File: src/rtl/memory_pkg.sv
// Shared memory-subsystem types: memory-control selector, L1 I-cache geometry
// and the I-cache control-unit state encoding.
package memory_pkg;

   localparam int ICACHE_L1_ASSOCIATIVITY = 4;
   localparam int ICACHE_L1_IDX_W         = 6;

   typedef enum logic [1:0] {
      ICACHE_READ_SET           = 2'd0,
      ICACHE_WRITE_LINE_AND_TAG = 2'd1,
      ICACHE_INVALID_SET        = 2'd2
   } icache_ctrl_e;

   typedef enum logic [2:0] {
      CU_INIT_FLUSH = 3'd0,
      CU_IDLE       = 3'd1,
      CU_LOOKUP     = 3'd2,
      CU_ANSWER     = 3'd3,
      CU_MISS_REQ   = 3'd4,
      CU_MISS_WAIT  = 3'd5,
      CU_REFILL     = 3'd6,
      CU_FLUSH      = 3'd7
   } icache_cu_state_e;

   function automatic logic is_sweep_state(input icache_cu_state_e s);
      return (s == CU_INIT_FLUSH) || (s == CU_FLUSH);
   endfunction

endpackage

File: src/rtl/icache_flush_cnt.sv
// Wrapping set-index counter that walks every set during an invalidation sweep.
module icache_flush_cnt #(
   parameter int IDX_W = 6
) (
   input  logic             i_clk,
   input  logic             i_rst_n,
   input  logic             i_clr,
   input  logic             i_en,
   output logic [IDX_W-1:0] o_cnt,
   output logic             o_last
);

   logic [IDX_W-1:0] r_cnt;

   // Sweep index register; wraps naturally after the last set.
   always_ff @(posedge i_clk or negedge i_rst_n) begin
      if (!i_rst_n) begin
         r_cnt <= {IDX_W{1'b0}};
      end else if (i_clr) begin
         r_cnt <= {IDX_W{1'b0}};
      end else if (i_en) begin
         r_cnt <= r_cnt + {{(IDX_W-1){1'b0}}, 1'b1};
      end
   end

   assign o_cnt  = r_cnt;
   assign o_last = (r_cnt == {IDX_W{1'b1}});

endmodule

File: src/rtl/icache_ctrl_fsm.sv
// L1 instruction-cache sequencer: lookups, L2 miss handling, refills and
// whole-cache invalidation sweeps, driving the memory-control selector.
module icache_ctrl_fsm
   import memory_pkg::*;
#(
   parameter int IDX_W = ICACHE_L1_IDX_W,
   parameter int N_WAY = ICACHE_L1_ASSOCIATIVITY
) (
   input  logic             clk_i,
   input  logic             rst_n_i,
   input  logic             flush_i,
   input  logic             req_valid_i,
   output logic             req_ready_o,
   input  logic [IDX_W-1:0] req_idx_i,
   input  logic             hit_i,
   output logic             ans_valid_o,
   input  logic             ans_ready_i,
   output logic             l2_req_valid_o,
   input  logic             l2_req_ready_i,
   input  logic             l2_ans_valid_i,
   output icache_ctrl_e     cond_ctrl_o,
   output logic             mem_ctrl_en_o,
   output logic [IDX_W-1:0] idx_o,
   output logic             repl_upd_o,
   output logic             flush_busy_o
);

   // A direct-mapped cache has no replacement state to advance.
   localparam logic REPL_ACTIVE = (N_WAY > 1) ? 1'b1 : 1'b0;

   icache_cu_state_e r_state, w_next_state;
   logic [IDX_W-1:0] r_idx;
   logic             r_flush_pend;
   logic             r_flush_busy;
   logic             r_armed;
   logic             w_idx_load, w_pend_set, w_pend_clr;
   logic             w_cnt_en, w_cnt_clr, w_cnt_last, w_repl_upd;
   logic [IDX_W-1:0] w_cnt;

   icache_flush_cnt #(.IDX_W(IDX_W)) u_flush_cnt (
      .i_clk   (clk_i),
      .i_rst_n (rst_n_i),
      .i_clr   (w_cnt_clr),
      .i_en    (w_cnt_en),
      .o_cnt   (w_cnt),
      .o_last  (w_cnt_last)
   );

   // State, idx latch, pending-flush bit and registered busy flag.
   // r_armed keeps every output quiet while reset is asserted.
   always_ff @(posedge clk_i or negedge rst_n_i) begin
      if (!rst_n_i) begin
         r_state      <= CU_INIT_FLUSH;
         r_idx        <= {IDX_W{1'b0}};
         r_flush_pend <= 1'b0;
         r_flush_busy <= 1'b1;
         r_armed      <= 1'b0;
      end else begin
         r_state      <= w_next_state;
         r_flush_busy <= is_sweep_state(w_next_state);
         r_armed      <= 1'b1;
         if (w_idx_load) begin
            r_idx <= req_idx_i;
         end
         if (w_pend_clr) begin
            r_flush_pend <= 1'b0;
         end else if (w_pend_set) begin
            r_flush_pend <= 1'b1;
         end
      end
   end

   // Next-state and output decode.
   always_comb begin
      w_next_state   = r_state;
      req_ready_o    = 1'b0;
      ans_valid_o    = 1'b0;
      l2_req_valid_o = 1'b0;
      cond_ctrl_o    = ICACHE_READ_SET;
      mem_ctrl_en_o  = 1'b0;
      idx_o          = r_idx;
      w_repl_upd     = 1'b0;
      w_idx_load     = 1'b0;
      w_pend_set     = 1'b0;
      w_pend_clr     = 1'b0;
      w_cnt_en       = 1'b0;
      w_cnt_clr      = 1'b0;
      if (r_armed) begin
         case (r_state)
            CU_INIT_FLUSH, CU_FLUSH: begin
               cond_ctrl_o   = ICACHE_INVALID_SET;
               mem_ctrl_en_o = 1'b1;
               idx_o         = w_cnt;
               w_cnt_en      = 1'b1;
               if (w_cnt_last) begin
                  w_next_state = CU_IDLE;
               end else begin
                  w_next_state = r_state;
               end
            end
            CU_IDLE: begin
               w_cnt_clr = 1'b1;
               // A pending or fresh flush wins over any request.
               if (flush_i || r_flush_pend) begin
                  w_pend_clr   = 1'b1;
                  w_next_state = CU_FLUSH;
               end else begin
                  req_ready_o = 1'b1;
                  if (req_valid_i) begin
                     w_idx_load    = 1'b1;
                     mem_ctrl_en_o = 1'b1;
                     idx_o         = req_idx_i;
                     w_next_state  = CU_LOOKUP;
                  end else begin
                     w_next_state = CU_IDLE;
                  end
               end
            end
            CU_LOOKUP: begin
               w_pend_set   = flush_i;
               w_next_state = hit_i ? CU_ANSWER : CU_MISS_REQ;
            end
            CU_ANSWER: begin
               w_pend_set   = flush_i;
               ans_valid_o  = 1'b1;
               w_next_state = ans_ready_i ? CU_IDLE : CU_ANSWER;
            end
            CU_MISS_REQ: begin
               w_pend_set     = flush_i;
               l2_req_valid_o = 1'b1;
               w_next_state   = l2_req_ready_i ? CU_MISS_WAIT : CU_MISS_REQ;
            end
            CU_MISS_WAIT: begin
               w_pend_set = flush_i;
               if (l2_ans_valid_i) begin
                  cond_ctrl_o   = ICACHE_WRITE_LINE_AND_TAG;
                  mem_ctrl_en_o = 1'b1;
                  w_repl_upd    = 1'b1;
                  w_next_state  = CU_REFILL;
               end else begin
                  w_next_state = CU_MISS_WAIT;
               end
            end
            CU_REFILL: begin
               w_pend_set    = flush_i;
               mem_ctrl_en_o = 1'b1;
               w_next_state  = CU_LOOKUP;
            end
            default: begin
               w_next_state = CU_INIT_FLUSH;
            end
         endcase
      end else begin
         w_next_state = r_state;
      end
   end

   assign repl_upd_o   = w_repl_upd & REPL_ACTIVE;
   assign flush_busy_o = r_flush_busy;

endmodule

File: config.mk
export PLATFORM = sky130hd
export DESIGN_NAME = icache_ctrl_fsm
export DESIGN_NICKNAME = d
export VERILOG_FILES = /design/src/rtl/memory_pkg.sv /design/src/rtl/icache_flush_cnt.sv /design/src/rtl/icache_ctrl_fsm.sv
export SDC_FILE = /design/constraint.sdc
export NUM_CORES = 1
export LEC_CHECK = 0
export CORE_MARGIN = 3
export CORE_UTILIZATION = 40
export DETAILED_ROUTE_END_ITERATION = 10
export GPL_TIMING_DRIVEN = 0
export PLACE_DENSITY_LB_ADDON = 0.25
export RECOVER_POWER = 50
export SLEW_MARGIN = 25
export SYNTH_ARGS = -nofsm -noshare
export SYNTH_HDL_FRONTEND = slang
export SYNTH_SLANG_ARGS = --single-unit
File: constraint.sdc
create_clock -name clk_i -period 5.5 [get_ports clk_i]
set_clock_uncertainty 0.1 [all_clocks]
set_input_delay 1.1 -clock clk_i [delete_from_list [all_inputs] [get_ports clk_i]]
set_output_delay 1.1 -clock clk_i [all_outputs]
set_load 0.01 [all_outputs]
==> results of run 1 <==
sequential cells by signal, summed over array words and instances (netlist names):
register	flops
flush_busy_o	1
r_armed	1
r_flush_pend	1
r_idx	6
r_state	3
u_flush_cnt.o_cnt	6
placed cells by master, fill, tap and decap left out, drive strengths merged, types with 2 or more instances in the layout:
cell           count
clkdlybuf4s50     25
dfrtp             17
nand2             11
nor2              11
o21ai             10
mux2               7
clkbuf             7
nand2b             6
a22oi              5
inv                5
nand3              4
nor3               4
or3                3
a41oi              3
a21oi              3
buf                3
and2               2
or4                2
xnor2              2
dlygate4sd3        2
routing by layer:
metal | global-route usage [%] | wire length [um] | vias up
li1 | - | - | 513
met1 | 23.6 | 1230 | 512
met2 | 29.0 | 1360 | 28
met3 | 5.01 | 134 | 2
met4 | 3.56 | 19 | 0
met5 | 0 | 0 | -
cells by family (layout without fill, tap and decap cells):
group                    count (synthesis)  count (layout)
multiplexers                             8               8
adder cells (fa/ha/maj)                  1               1
buffers and inverters                   11              42
flip-flops                              18              18
XOR/XNOR                                 2               2
AND/OR/NAND/NOR                         49              49
AO/OA/AOI/OAI                           34              34
other                                    1               1
worst max-delay path: stages:
cell	delay [ns]
dlygate4sd3_1	0.58
or3b_1	0.37
buf_6	0.15
a21o_1	0.25
a222oi_1	0.36
inv_1	0.08
clkdlybuf4s50_1	0.48
where the power goes:
part / total [mW] / leakage [nW] / switching (mW) / internal (mW)
registers: 0.230 / 0.224 / 0.0451 / 0.185
logic: 0.382 / 0.336 / 0.195 / 0.187
clock network: 0.0811 / 0.0210 / 0.0407 / 0.0403
final timing paths:
path	startpoint	to	depth (start not counted)
min in group asynchronous	rst_n_i	r_idx[4]	1
setup / recovery	flush_i	idx_o[0]	7
hold reg to reg	r_idx[3]	r_idx[3]	1
max in group asynchronous	rst_n_i	r_armed	1
hold / removal	r_idx[3]	r_idx[3]	1
setup reg to reg	r_state[2]	u_flush_cnt.o_cnt[2]	7
cell usage after synthesis (all sizes together) (4+ instances only):
cell type / instances
nand2: 11
o21ai: 10
buf: 5
nor3: 4
dfrtp: 17
inv: 5
a22oi: 5
nand2b: 6
nand3: 4
nor2: 11
mux2: 7
layout make-up:
type | count | area, um2
timing repair buffer | 27 | 270
clock buffer | 4 | 36.3
buffer | 6 | 32.5
sequential | 18 | 452
tap | 30 | 37.5
multi-input combinational | 95 | 632
inverter | 5 | 18.8
fill | 240 | 1110
==> results by group, run 1 <==
Synthesis
  – Synth top area cells: dfrtp_1 37%, mux2_2 5.9%, o21ai_0 4.4%
  – Register area share after synthesis: 39.7%
  – Async SR Flop Fraction: 100%
  – Number of enable flip-flop cells after synthesis: 0
  – Complex-gate fraction of the synthesized area: 21.2%
  – Gate Count Post-Synth: roughly 120
  – Post-synthesis cell area: 0.00114 mm2
  – Distinct cells, synth: 45
  – Synth Area in XOR/XNOR: under 10%
  – Avg Cell Area, Syn: 9.17 um2
  – Largest family of logic cells by synthesized area: simple AND/OR/NAND/NOR gates
  – Synth top area share: 37.4%
  – Simple-Gate Fraction of Synth Area: 23.5%
  – Synth warn: 0
  – Post-synthesis mux area share: 7.81%
  – Yosys reg bits: 18
  – Top_reg_cell synth: dfrtp_1
  – Post-synth net total: ~140
  – Synth Area in Adders: roughly 1.1%
  – Cell taking the most area after synthesis: dfrtp_1

Place
  – HPWL Detailed: ~2.1 mm
  – Port Buffer Count: 27
  – Cell Count Post-Placement: between 150 and 200
  – Area after DPL: 0.00145 mm2
  – Pre-CTS setup slack: 1.02 ns
  – RePlAce Congestion: 0.877

STA
  – Peak Freq: 0.219 GHz
  – Worst-Margin Slew: between 0.7 and 0.8 ns
  – Final worst-path cycle share: 83.2%
  – Endpoints failing setup: 0
  – Final Hold Vio Count: 0
  – Final Max Tran Viols: 0
  – Setup WS post-layout: 0.926 ns
  – Relative slew slack: 46.6%
  – Setup TNS: 0 ns
  – Final hold slack: 0.400 ns
  – Final Critical Period: roughly 4.6 ns
  – RSZ-0062 raised after global routing: false

Pwr
  – Total power: ~0.7 mW
  – LEAKAGE: 0.581 nW
  – Peak VDD IR: approximately 0.25 mV
  – Power density cells: around 470 mW/mm2

Global routing
  – GRT overflow: 0
  – Global router's overall resource usage: between 10% and 20%
  – Initial antenna violation count: 0
  – Global-route wire length before repair: approximately 4.8 mm
  – Vias in the first global route: 1035
  – Largest net degree at the start of global routing: 19

Detailed routing
  – Pre-Repair DR Iteration Count: 4
  – WL final: about 2.7 mm
  – ANT nets after route: 0
  – Avg WL per Cell: 14.8 um
  – Vias per inst: 5.70
  – Residual DRC: 0
  – Via count: 1055
  – Initial drt markers: 39

Worst setup path
  – WS Path Type: in2out
  – Startpoint Class: input port
  – Critical-path maximum fanout: 6
  – Reg2reg setup slack: 3.21 ns
  – Required @ worst endpoint: 4.30 ns
  – Setup crit end kind: output port
  – Worst EP arrival: 3.37 ns

Clock network
  – Post_cts resized: 0
  – Bufs on Longest Clock Path: 2
  – CTS root buffer: clkbuf_4
  – Worst-skew pair later-pin latency: 0.29 ns
  – CTS clk-pin slew, worst paths: 0.10 ns
  – CTS buffer count: 3
  – Post-CTS Repair Setup Buffers: 0
  – Clock tree sinks: 18
  – H-tree levels: 1
  – CTS tree: built
  – CTS Hold Bufs: 0

Floorplanning
  – Initial Utilization: 43.9%
  – Die Y-Extent: just under 60 um
  – Die ar.: 0.00352 mm2
  – # rows: 18
  – Die W: 59.3 um
  – Core footprint: 0.00259 mm2
  – Ports: 28

Layout
  – Layout cells sized above 1: 12.3%
  – Nets: 171
  – Area delta synth->final: 30.0%
  – Cell Count, Final, Fillers Out: 185
  – Post-Route Utilization: 57.1%
  – Fin area: approximately 0.0015 mm2
  – Antenna cells: 0

Run status
  – Outcome: finished clean

Job
  – Maxcap violations: 0

Min path
  – Hold Crit Class: reg2reg
No activity file was read; power rests on OpenSTA's default activity.
==> run 2, diff against run 1 <==
==> constraint.sdc (replaced) <==
create_clock -name clk_i -period 4.7 [get_ports clk_i]
set_clock_uncertainty 0.1 [all_clocks]
set_input_delay 0.94 -clock clk_i [delete_from_list [all_inputs] [get_ports clk_i]]
set_output_delay 0.94 -clock clk_i [all_outputs]
set_load 0.01 [all_outputs]
==> results of run 2 <==
Same layout as run 1 (identical final DEF). Status: finished clean.
Main changes from that run: setup slack after placement 1.02 ns -> 0.543 ns; setup slack after layout 0.926 ns -> 0.446 ns; register-to-register setup slack 3.21 ns -> 2.41 ns; total power 0.693 mW -> 0.811 mW; worst IR drop on VDD 0.254 mV -> 0.297 mV
==> run 3, diff against run 2 <==
--- a/config.mk
+++ b/config.mk
@@ -5,12 +5,14 @@
 export SDC_FILE = /design/constraint.sdc
 export NUM_CORES = 1
 export LEC_CHECK = 0
+export ABC_CLOCK_PERIOD_IN_PS = 4700
 export CORE_MARGIN = 3
 export CORE_UTILIZATION = 40
 export DETAILED_ROUTE_END_ITERATION = 10
 export GPL_TIMING_DRIVEN = 0
 export PLACE_DENSITY_LB_ADDON = 0.25
 export RECOVER_POWER = 50
+export SKIP_LAST_GASP = 1
 export SLEW_MARGIN = 25
 export SYNTH_ARGS = -nofsm -noshare
 export SYNTH_HDL_FRONTEND = slang
==> results of run 3 <==
Same layout as run 1 (identical final DEF). Status: finished clean.
Main changes from that run: setup slack after placement 1.02 ns -> 0.543 ns; setup slack after layout 0.926 ns -> 0.446 ns; register-to-register setup slack 3.21 ns -> 2.41 ns; total power 0.693 mW -> 0.811 mW; worst IR drop on VDD 0.254 mV -> 0.297 mV
